## config.mk

```make
export PLATFORM = sky130hd
export DESIGN_NAME = ex_mem_stage
export DESIGN_NICKNAME = d
export VERILOG_FILES = /design/src/rtl/ex_mem_stage.sv
export SDC_FILE = /design/constraint.sdc
export NUM_CORES = 1
export LEC_CHECK = 0
export CAP_MARGIN = 20
export CORE_ASPECT_RATIO = 0.5
export CORE_MARGIN = 2
export CORE_UTILIZATION = 43
export DETAILED_ROUTE_END_ITERATION = 16
export HOLD_SLACK_MARGIN = 0.02
export PLACE_DENSITY = 0.92
export SLEW_MARGIN = 20
export SYNTH_ARGS = -nofsm -noshare
export SYNTH_HDL_FRONTEND = slang
export SYNTH_SLANG_ARGS = --single-unit
```

## constraint.sdc

```tcl
create_clock -name clk -period 5 [get_ports clk]
set_input_delay 0.5 -clock clk [delete_from_list [all_inputs] [get_ports clk]]
set_output_delay 0.5 -clock clk [all_outputs]
set_load 0.02 [all_outputs]
```

## src/rtl/ex_mem_stage.sv

```systemverilog
// ex_mem_stage: EX->MEM pipeline register of the MIPS pipeline.
// Resolves conditional branches and jumps from the ALU flags and issues a
// one-cycle fetch redirect. After a redirect, the branch shadow (younger
// IF/ID contents) is squashed. A delay-slot window can be left open first.
// MEM back-pressure (mem_stall) freezes the stage and is forwarded to EX.
// Optional feature macro: EX_MEM_PERF_CNT_EN adds branch/redirect counters.
module ex_mem_stage #(
  parameter int SHADOW     = 2,
  parameter int DELAY_SLOT = 1
) (
  input  logic        clk,
  input  logic        rst_n,
  input  logic        ex_valid,
  input  logic [31:0] ex_result,
  input  logic        ex_zero,
  input  logic        ex_neg,
  input  logic [31:0] ex_store_data,
  input  logic [4:0]  ex_rd,
  input  logic        ex_reg_write,
  input  logic        ex_mem_read,
  input  logic        ex_mem_write,
  input  logic        ex_byte,
  input  logic        ex_unsigned,
  input  logic        ex_link,
  input  logic [31:0] ex_pc,
  input  logic [2:0]  ex_branch_type,
  input  logic [31:0] ex_target,
  input  logic        mem_stall,
  output logic        ex_stall,
  output logic        mem_valid,
  output logic [31:0] mem_result,
  output logic [31:0] mem_store_data,
  output logic [4:0]  mem_rd,
  output logic        mem_reg_write,
  output logic        mem_mem_read,
  output logic        mem_mem_write,
  output logic        mem_byte,
  output logic        mem_unsigned,
`ifdef EX_MEM_PERF_CNT_EN
  output logic [31:0] perf_branches,
  output logic [31:0] perf_taken,
`endif
  output logic        redirect_valid,
  output logic [31:0] redirect_pc
);

  // Squash counter must hold the value SHADOW itself.
  localparam int SQ_W = (SHADOW < 1) ? 1 : $clog2(SHADOW + 1);

  localparam logic [2:0] BR_NONE = 3'd0;
  localparam logic [2:0] BR_BEQ  = 3'd1;
  localparam logic [2:0] BR_BNE  = 3'd2;
  localparam logic [2:0] BR_BGEZ = 3'd3;
  localparam logic [2:0] BR_BGTZ = 3'd4;
  localparam logic [2:0] BR_BLEZ = 3'd5;
  localparam logic [2:0] BR_BLTZ = 3'd6;
  localparam logic [2:0] BR_JUMP = 3'd7;

  // Branch outcome from the ALU flags. beq/bne see rs-rt; the
  // compare-with-zero branches see rs-0, so neg/zero describe rs directly.
  function automatic logic branch_taken(input logic [2:0] btype,
                                        input logic       zero,
                                        input logic       neg);
    logic taken;
    case (btype)
      BR_NONE: taken = 1'b0;
      BR_BEQ:  taken = zero;
      BR_BNE:  taken = ~zero;
      BR_BGEZ: taken = ~neg;
      BR_BGTZ: taken = ~neg & ~zero;
      BR_BLEZ: taken = neg | zero;
      BR_BLTZ: taken = neg;
      BR_JUMP: taken = 1'b1;
      default: taken = 1'b0;
    endcase
    return taken;
  endfunction

  // Registered state
  logic            mem_valid_q,      mem_valid_d;
  logic [31:0]     mem_result_q,     mem_result_d;
  logic [31:0]     mem_store_data_q, mem_store_data_d;
  logic [4:0]      mem_rd_q,         mem_rd_d;
  logic            mem_reg_write_q,  mem_reg_write_d;
  logic            mem_mem_read_q,   mem_mem_read_d;
  logic            mem_mem_write_q,  mem_mem_write_d;
  logic            mem_byte_q,       mem_byte_d;
  logic            mem_unsigned_q,   mem_unsigned_d;
  logic            redirect_valid_q, redirect_valid_d;
  logic [31:0]     redirect_pc_q,    redirect_pc_d;
  logic            keep_cnt_q,       keep_cnt_d;
  logic [SQ_W-1:0] squash_cnt_q,     squash_cnt_d;

  // Decode of the current EX instruction against the squash state
  logic accept_s;
  logic in_slot_s;
  logic squash_s;
  logic pass_s;
  logic taken_s;
  logic redirect_s;

  assign ex_stall   = mem_stall;
  assign accept_s   = ex_valid & ~mem_stall;
  assign in_slot_s  = (keep_cnt_q != 1'b0);
  // Delay-slot instructions are never squashed, even with squash_cnt pending.
  assign squash_s   = accept_s & ~in_slot_s & (squash_cnt_q != {SQ_W{1'b0}});
  assign pass_s     = accept_s & ~squash_s;
  assign taken_s    = branch_taken(ex_branch_type, ex_zero, ex_neg);
  // A branch sitting in the delay slot is allowed to complete but not redirect.
  assign redirect_s = pass_s & ~in_slot_s & taken_s;

  // Next-state for the MEM-facing registers, redirect pulse and squash counters
  always_comb begin
    mem_valid_d      = mem_valid_q;
    mem_result_d     = mem_result_q;
    mem_store_data_d = mem_store_data_q;
    mem_rd_d         = mem_rd_q;
    mem_reg_write_d  = mem_reg_write_q;
    mem_mem_read_d   = mem_mem_read_q;
    mem_mem_write_d  = mem_mem_write_q;
    mem_byte_d       = mem_byte_q;
    mem_unsigned_d   = mem_unsigned_q;
    redirect_pc_d    = redirect_pc_q;
    keep_cnt_d       = keep_cnt_q;
    squash_cnt_d     = squash_cnt_q;
    // Pulse: cleared on every edge, stall or not.
    redirect_valid_d = 1'b0;

    if (!mem_stall) begin
      // Data fields are loaded every free cycle; only pass_s makes them live.
      mem_valid_d      = pass_s;
      mem_result_d     = ex_link ? (ex_pc + 32'd8) : ex_result;
      mem_store_data_d = ex_store_data;
      mem_rd_d         = ex_rd;
      mem_reg_write_d  = ex_reg_write & pass_s;
      mem_mem_read_d   = ex_mem_read  & pass_s;
      mem_mem_write_d  = ex_mem_write & pass_s;
      mem_byte_d       = ex_byte;
      mem_unsigned_d   = ex_unsigned;
    end else begin
      mem_valid_d = mem_valid_q;
    end

    if (redirect_s) begin
      redirect_valid_d = 1'b1;
      redirect_pc_d    = ex_target;
      keep_cnt_d       = 1'(DELAY_SLOT);
      squash_cnt_d     = SQ_W'(SHADOW);
    end else if (accept_s && in_slot_s) begin
      keep_cnt_d = 1'b0;
    end else if (squash_s) begin
      squash_cnt_d = squash_cnt_q - SQ_W'(1);
    end else begin
      keep_cnt_d   = keep_cnt_q;
      squash_cnt_d = squash_cnt_q;
    end
  end

  // Pipeline register with asynchronous reset; reset also aborts a pending squash
  always_ff @(posedge clk or negedge rst_n) begin
    if (!rst_n) begin
      mem_valid_q      <= 1'b0;
      mem_result_q     <= 32'd0;
      mem_store_data_q <= 32'd0;
      mem_rd_q         <= 5'd0;
      mem_reg_write_q  <= 1'b0;
      mem_mem_read_q   <= 1'b0;
      mem_mem_write_q  <= 1'b0;
      mem_byte_q       <= 1'b0;
      mem_unsigned_q   <= 1'b0;
      redirect_valid_q <= 1'b0;
      redirect_pc_q    <= 32'd0;
      keep_cnt_q       <= 1'b0;
      squash_cnt_q     <= {SQ_W{1'b0}};
    end else begin
      mem_valid_q      <= mem_valid_d;
      mem_result_q     <= mem_result_d;
      mem_store_data_q <= mem_store_data_d;
      mem_rd_q         <= mem_rd_d;
      mem_reg_write_q  <= mem_reg_write_d;
      mem_mem_read_q   <= mem_mem_read_d;
      mem_mem_write_q  <= mem_mem_write_d;
      mem_byte_q       <= mem_byte_d;
      mem_unsigned_q   <= mem_unsigned_d;
      redirect_valid_q <= redirect_valid_d;
      redirect_pc_q    <= redirect_pc_d;
      keep_cnt_q       <= keep_cnt_d;
      squash_cnt_q     <= squash_cnt_d;
    end
  end

  assign mem_valid      = mem_valid_q;
  assign mem_result     = mem_result_q;
  assign mem_store_data = mem_store_data_q;
  assign mem_rd         = mem_rd_q;
  assign mem_reg_write  = mem_reg_write_q;
  assign mem_mem_read   = mem_mem_read_q;
  assign mem_mem_write  = mem_mem_write_q;
  assign mem_byte       = mem_byte_q;
  assign mem_unsigned   = mem_unsigned_q;
  assign redirect_valid = redirect_valid_q;
  assign redirect_pc    = redirect_pc_q;

`ifdef EX_MEM_PERF_CNT_EN
  logic [31:0] perf_branches_q, perf_branches_d;
  logic [31:0] perf_taken_q,    perf_taken_d;

  // Performance counters: live branches seen and redirects issued (wrap at 2^32)
  always_comb begin
    perf_branches_d = perf_branches_q;
    perf_taken_d    = perf_taken_q;
    if (pass_s && (ex_branch_type != BR_NONE)) begin
      perf_branches_d = perf_branches_q + 32'd1;
    end else begin
      perf_branches_d = perf_branches_q;
    end
    if (redirect_s) begin
      perf_taken_d = perf_taken_q + 32'd1;
    end else begin
      perf_taken_d = perf_taken_q;
    end
  end

  // Performance counter registers
  always_ff @(posedge clk or negedge rst_n) begin
    if (!rst_n) begin
      perf_branches_q <= 32'd0;
      perf_taken_q    <= 32'd0;
    end else begin
      perf_branches_q <= perf_branches_d;
      perf_taken_q    <= perf_taken_d;
    end
  end

  assign perf_branches = perf_branches_q;
  assign perf_taken    = perf_taken_q;
`endif

endmodule
```

==> flow_metrics.env, run 1 <==
export IMPL_wl_per_cell_um=18.14
export IMPL_fin_crit_sh=0.5435
export IMPL_path_common_cell="buf_4"
export IMPL_synth_cells=393
export IMPL_grt_pass1_vias=4272
export IMPL_synth_seq_area_share=0.5567
export IMPL_vdd_drop_max_uv=211.2
export IMPL_dp_cells=776
export IMPL_portBuffers=256
export IMPL_cts_resized=0
export IMPL_cts_made_buffers=9
export IMPL_synth_ff_type="dfrtp_1"
export IMPL_slowest_stage="clkdlybuf4s50_1"
export IMPL_layout_area_overhead_vs_synth_pct=58.10
export IMPL_reg2reg_depth=3
export IMPL_maxSlewHeadroom=0.4234
export IMPL_die_height_um=80.17
export IMPL_syn_num_nets=543
export IMPL_post_place_ws_ns=1.895
export IMPL_worst_setup_path_type="input port to primary output"
export IMPL_dr_pass1_iters=7
export IMPL_status="completed"
export IMPL_clockBufferDepth=2
export IMPL_skew_ns=0.006199
export IMPL_wirelength_um=14370
export IMPL_ios=257
export IMPL_hpwl_um=11160
export IMPL_antenna_found_initial=0
export IMPL_initial_core_util=0.4476
export IMPL_gp_congestion=0.7827
export IMPL_cp_startpoint="mem_stall"
export IMPL_grt_pass1_wl_um=22000
export IMPL_htree_levels=3
export IMPL_cp_arrival_ns=2.22
export IMPL_drtIter0Drc=171
export IMPL_critPathMaxStageDelay_ns=0.70
export IMPL_drc=0
export IMPL_antenna_left=0
export IMPL_fin_crit_ns=2.718
export IMPL_r2r_setup_slack_ns=3.03
export IMPL_maxCapViolations=0
export IMPL_syn_cell_area_um2=4990
export IMPL_report_final_slew_viol_count=0
export IMPL_clkTransAtPathRegs_ns=0.08
export IMPL_yosys_register_bits=111
export IMPL_reg2reg_to="redirect_pc[21]"
export IMPL_core_area_um2=11150
export IMPL_grt_util_all_layers=0.2270
export IMPL_tightest_slew_ns=0.8622
export IMPL_power_leakage_nw=3.328
export IMPL_power_density_nw_per_um2=387.9
export IMPL_synth_distinct_cells=37
export IMPL_drive_gt1_frac=0.1453
export IMPL_reg2reg_from="in_slot_s"
export IMPL_cts_setup_buffers=0
export IMPL_max_freq_ghz=0.3680
export IMPL_routed_via_density=5.104
export IMPL_path_cells="buf_4 -> buf_4 -> clkdlybuf4s50_1"
export IMPL_hold_viol_final=0
export IMPL_rsz0062_at_grt="no"
export IMPL_synth_edf_count=0
export IMPL_cts_root_buffer="clkbuf_16"
export IMPL_numClockSinks=111
export IMPL_hold_path_class="input port to async pin"
export IMPL_yosysWarnings=0
export IMPL_fin_setup_tns_ns=0
export IMPL_die_w_um=156.3
export IMPL_end_kind="primary output"
export IMPL_cts_tree="done"
export IMPL_avgSynthCellArea_um2=12.70
export IMPL_setup_viol=0
export IMPL_timing_final_ws_setup_ns=2.282
export IMPL_clk_latency_ns=0.34
export IMPL_dr_total_vias=4042
export IMPL_hold_worst_slack_ns=0.2219
export IMPL_grt_max_degree=60
export IMPL_startpoint_type="input port"
export IMPL_nets=792
export IMPL_async_flop_share=1.000
export IMPL_layout_cells_non_filler=792
export IMPL_critPathMaxFanout=50
export IMPL_hold_buffers=0
export IMPL_crit_required_ns=4.50
export IMPL_diodes=0
export IMPL_placementRows=27
export IMPL_grt_overflow_total=0
export IMPL_die_area_um2=12530
## logic make-up (layout without fill, tap and decap cells)
kind of cell,count (synthesis),in the layout,share of synthesized area
adders and majority gates,2,2,0.005014
and+or+nand+nor,79,79,0.07974
AOI/OAI and AO/OA,67,67,0.07949
muxes,80,80,0.1993
DFF,111,111,0.5567
buffers and inverters,27,281,0.03235
xor gates and xnor gates,27,27,0.04739
## where the power goes
group          internal [mW]  switching [mW]
Clock                  0.340           0.326
Combinational          0.659           0.511
Sequential              1.10           0.121
Total                   2.10           0.959
## worst max-delay path, delay by kind of cell
family	cells	cell delay, ns
buf+inv	3	1.68
## cell usage in the layout, fill, tap and decap left out, drive strengths merged
cell type      synthesis  routed
xor2                  20      20
nor2b                  1       1
nand4                  9       9
nor4                   4       4
nand3                 12      12
a2bb2oi                1       1
o21ai                 41      41
inv                    6       7
and2                   1       1
nor4b                  1       1
and3                   4       4
mux2i                  9       9
clkbuf                14      10
nand2                 32      32
dfrtp                111     111
and4                   1       1
a21oi                  3       3
nand2b                 1       1
nor3b                  1       1
nor2                   8       8
o211ai                 1       1
clkinvlp               0       3
clkdlybuf4s50          0     254
xnor2                  7       7
o211a                  1       1
o31ai                  1       1
or3b                   1       1
mux2                  71      71
clkinv                 0       2
ha                     2       2
or3                    1       1
buf                    7       5
nor3                   2       2
a22oi                 19      19
## cell usage after synthesis (6+ instances only)
| library cell | instances | area share |
|---|---|---|
| inv_1 | 6 | 0.0045 |
| xnor2_1 | 7 | 0.012 |
| dfrtp_1 | 111 | 0.56 |
| o21ai_0 | 37 | 0.037 |
| nand4_1 | 9 | 0.011 |
| mux2_4 | 28 | 0.084 |
| nand2_1 | 32 | 0.024 |
| nand3_1 | 12 | 0.012 |
| a22oi_1 | 19 | 0.029 |
| xor2_1 | 20 | 0.035 |
| mux2_2 | 43 | 0.097 |
| nor2_1 | 8 | 0.0060 |
| clkbuf_1 | 14 | 0.011 |
| mux2i_1 | 9 | 0.018 |
## sequential cells by signal, summed over array words and instances (netlist names)
name	flops
mem_store_data	32
redirect_valid	1
mem_mem_write	1
squash_cnt_q	2
mem_rd	5
mem_byte	1
mem_mem_read	1
redirect_pc	32
in_slot_s	1
mem_valid	1
mem_result	32
mem_reg_write	1
mem_unsigned	1
## stage by stage
stage          power (mW)  cell area [µm²]    util
2_1_floorplan       1.784             4990       -
3_3_place_gp        2.367             7612  0.6828
3_5_place_dp        2.410             7612  0.6828
4_1_cts             3.086             7886  0.7074
5_1_grt             3.203             7889  0.7076
6_report            3.060             7889  0.7076
## metal layers
layer  GRT usage  part of all wire  wire [µm]
met5           0                 0          0
met4     0.07798             0.026        377
met3     0.04425             0.036        511
met2      0.4308              0.55       7863
met1      0.2586              0.39       5614
## area by class of cell
type | count | area, µm²
Fill cell | 821 | 3259
Sequential cell | 111 | 2778
Clock inverter | 6 | 45.04
Inverter | 6 | 22.52
Clock buffer | 10 | 229.0
Tap cell | 145 | 181.4
Multi-Input combinational cell | 255 | 2053
Timing Repair Buffer | 259 | 2580
## worst max-delay path by stage
| stage | to | slack, ns | cells past startpoint |
|---|---|---|---|
| 6_report | ex_stall | 2.28 | 3 |
| 5_1_grt | ex_stall | 2.18 | 3 |
| 4_1_cts | redirect_pc[21] | 2.26 | 6 |
| 3_5_place_dp | redirect_pc[8] | 1.90 | 6 |
| 3_3_place_gp | redirect_pc[18] | 1.96 | 6 |
| 2_1_floorplan | redirect_pc[10] | 2.92 | 7 |
Power figures use the tool's default switching activity.
==> run 2, diff against run 1 <==
--- a/config.mk
+++ b/config.mk
@@ -8,10 +8,10 @@
 export CAP_MARGIN = 20
 export CORE_ASPECT_RATIO = 0.5
 export CORE_MARGIN = 2
-export CORE_UTILIZATION = 43
+export CORE_UTILIZATION = 36
 export DETAILED_ROUTE_END_ITERATION = 16
 export HOLD_SLACK_MARGIN = 0.02
-export PLACE_DENSITY = 0.92
+export PLACE_DENSITY = 0.83
 export SLEW_MARGIN = 20
 export SYNTH_ARGS = -nofsm -noshare
 export SYNTH_HDL_FRONTEND = slang
==> constraint.sdc (replaced) <==
create_clock -name clk -period 2.5 [get_ports clk]
set_input_delay 0.25 -clock clk [delete_from_list [all_inputs] [get_ports clk]]
set_output_delay 0.25 -clock clk [all_outputs]
set_load 0.02 [all_outputs]
==> run 2 against run 1 <==
Sequential share of layout area fell by 0.98 points. Count of clock-buffer cells in the layout grew 2. Utilization down 11 points. Via count is 0.77% lower. Worst setup slack worse by 1.9 ns. Global-route usage decreased by 3.1 points. Total power grew 110%. Critical endpoint is now redirect_pc[9]. Largest cell class unchanged. Largest power group unchanged.
==> flow_metrics.env, run 2 (synthesis gave the netlist of run 1 again) <==
export IMPL_drtIter0Drc=197
export IMPL_maxSlewHeadroom=0.5146
export IMPL_hpwl_um=11430
export IMPL_vdd_drop_max_uv=406.7
export IMPL_cp_arrival_ns=2.33
export IMPL_ios=257
export IMPL_die_w_um=170.5
export IMPL_drc=0
export IMPL_fin_crit_ns=2.103
export IMPL_dr_pass1_iters=4
export IMPL_layout_commonest_cell="clkdlybuf4s50_1"
export IMPL_grt_pass1_wl_um=22290
export IMPL_cts_setup_buffers=0
export IMPL_cp_num_buf_inv=2
export IMPL_drive_gt1_frac=0.1581
export IMPL_crit_cells=7
export IMPL_die_height_um=87.25
export IMPL_fin_crit_sh=0.8413
export IMPL_dr_total_vias=4011
export IMPL_grt_pass1_vias=4184
export IMPL_final_util=0.5988
export IMPL_htree_levels=3
export IMPL_r2r_setup_slack_ns=0.59
export IMPL_slowest_stage="or3b_2"
export IMPL_antenna_left=0
export IMPL_endpoint="redirect_pc[9]"
export IMPL_cts_root_buffer="clkbuf_16"
export IMPL_skew_ns=0.008757
export IMPL_worst_setup_path_type="input port to register"
export IMPL_tightest_slew_ns=0.7281
export IMPL_reg2reg_from="in_slot_s"
export IMPL_maxCapViolations=0
export IMPL_end_kind="register"
export IMPL_reg2reg_to="redirect_pc[9]"
export IMPL_path_delay_family="simple AND/OR/NAND/NOR gates"
export IMPL_reg2reg_depth=4
export IMPL_core_area_um2=13550
export IMPL_rsz0062_at_grt="no"
export IMPL_clkTransAtPathRegs_ns=0.07
export IMPL_placementRows=30
export IMPL_numClockSinks=111
export IMPL_report_final_slew_viol_count=0
export IMPL_critPathMaxFanout=34
export IMPL_cts_resized=0
export IMPL_max_freq_ghz=0.4755
export IMPL_clk_latency_ns=0.34
export IMPL_grt_overflow_total=0
export IMPL_hp_start="mem_stall"
export IMPL_power_density_nw_per_um2=785.7
export IMPL_hold_viol_final=0
export IMPL_die_area_um2=14880
export IMPL_crit_required_ns=2.72
export IMPL_initial_core_util=0.3682
export IMPL_nets=803
export IMPL_wl_per_cell_um=17.38
export IMPL_portBuffers=256
export IMPL_path_cells="clkdlybuf4s50_1 -> nor4b_2 -> a21oi_1 -> o211a_1 -> or3b_2 -> buf_12 -> mux2_4"
export IMPL_hold_path_class="input port to register"
export IMPL_wirelength_um=14770
export IMPL_final_cell_mix="254 x clkdlybuf4s50_1, 111 x dfrtp_1, 43 x mux2_2"
export IMPL_layout_area_overhead_vs_synth_pct=62.61
export IMPL_fin_setup_tns_ns=0
export IMPL_startpoint_type="input port"
export IMPL_hold_path_depth=4
export IMPL_cts_made_buffers=9
export IMPL_setup_viol=0
export IMPL_fillCellCount=1107
export IMPL_cp_startpoint="ex_neg"
export IMPL_grt_util_all_layers=0.1959
export IMPL_power_leakage_nw=3.425
export IMPL_status="completed"
export IMPL_critPathMaxStageDelay_ns=0.50
export IMPL_antenna_found_initial=0
export IMPL_grt_max_degree=67
export IMPL_cts_tree="done"
export IMPL_gp_congestion=0.7990
export IMPL_clockBufferDepth=2
export IMPL_diodes=0
export IMPL_routed_via_density=4.719
## run 2: changes by cell type in the layout (fill, tap and decap cells not counted), sizes merged
| cell | delta |
|---|---|
| clkinv | -2 |
| dlygate4sd3 | +1 |
| clkinvlp | -2 |
| clkbuf | +2 |
| buf | +10 |
| bufinv | +2 |
## run 2: per-layer routing
layer | vias up | global-route usage | wire length (µm)
met5 | - | 0 | 0
met4 | 0 | 0.06993 | 315
met3 | 25 | 0.03635 | 528
met2 | 104 | 0.3699 | 8110
met1 | 1966 | 0.2251 | 5819
li1 | 1916 | - | -
## run 2: stage by stage
step	worst slack (ns)	power (mW)	hold slack (ns)	area (µm²)	instances
after floorplan	0.6656	3.567	-0.04559	4990	393
after global placement	0.1089	4.750	0.3084	7771	833
after detailed placement	0.05631	4.833	0.3208	7771	833
after CTS	0.4185	6.454	0.3642	8114	850
after global routing	0.3197	6.661	0.3970	8114	850
final	0.3967	6.375	0.3755	8114	850
## run 2: cell type report
class	instances	area, µm²	area share
repair buffers	270	2690	0.3315
clock buffers	12	256.5	0.03161
inverters	6	22.52	0.002776
flip-flops and latches	111	2778	0.3423
multi-input cells	255	2051	0.2527
well taps	192	240.2	0.02961
clock inverters	4	76.32	0.009406
## run 2: how the worst min path moves through the flow
stage / end
2_1_floorplan: in_slot_s
3_3_place_gp: mem_result[3]
3_5_place_dp: mem_result[4]
4_1_cts: squash_cnt_q[1]
5_1_grt: squash_cnt_q[1]
6_report: squash_cnt_q[1]
## run 2: timing repair
item,in CTS,in global routing
endpoints found under the hold margin,44,0
endpoints found under the setup margin,0,0
hold buffers,1,0
## run 2: tightest hold or removal path: cells and delay by family
kind	cells	cell delay [ns]
buffers and inverters	1	0.08
and+or+nand+nor	1	0.13
AOI/OAI and AO/OA	2	0.20
## run 2: power breakdown
part	total, mW	leakage (nW)	internal, mW	switching, mW
Combinational	2.35	1.91	1.33	1.02
Clock	1.59	0.159	0.938	0.654
Sequential	2.44	1.35	2.20	0.233
Total	6.37	3.42	4.47	1.91
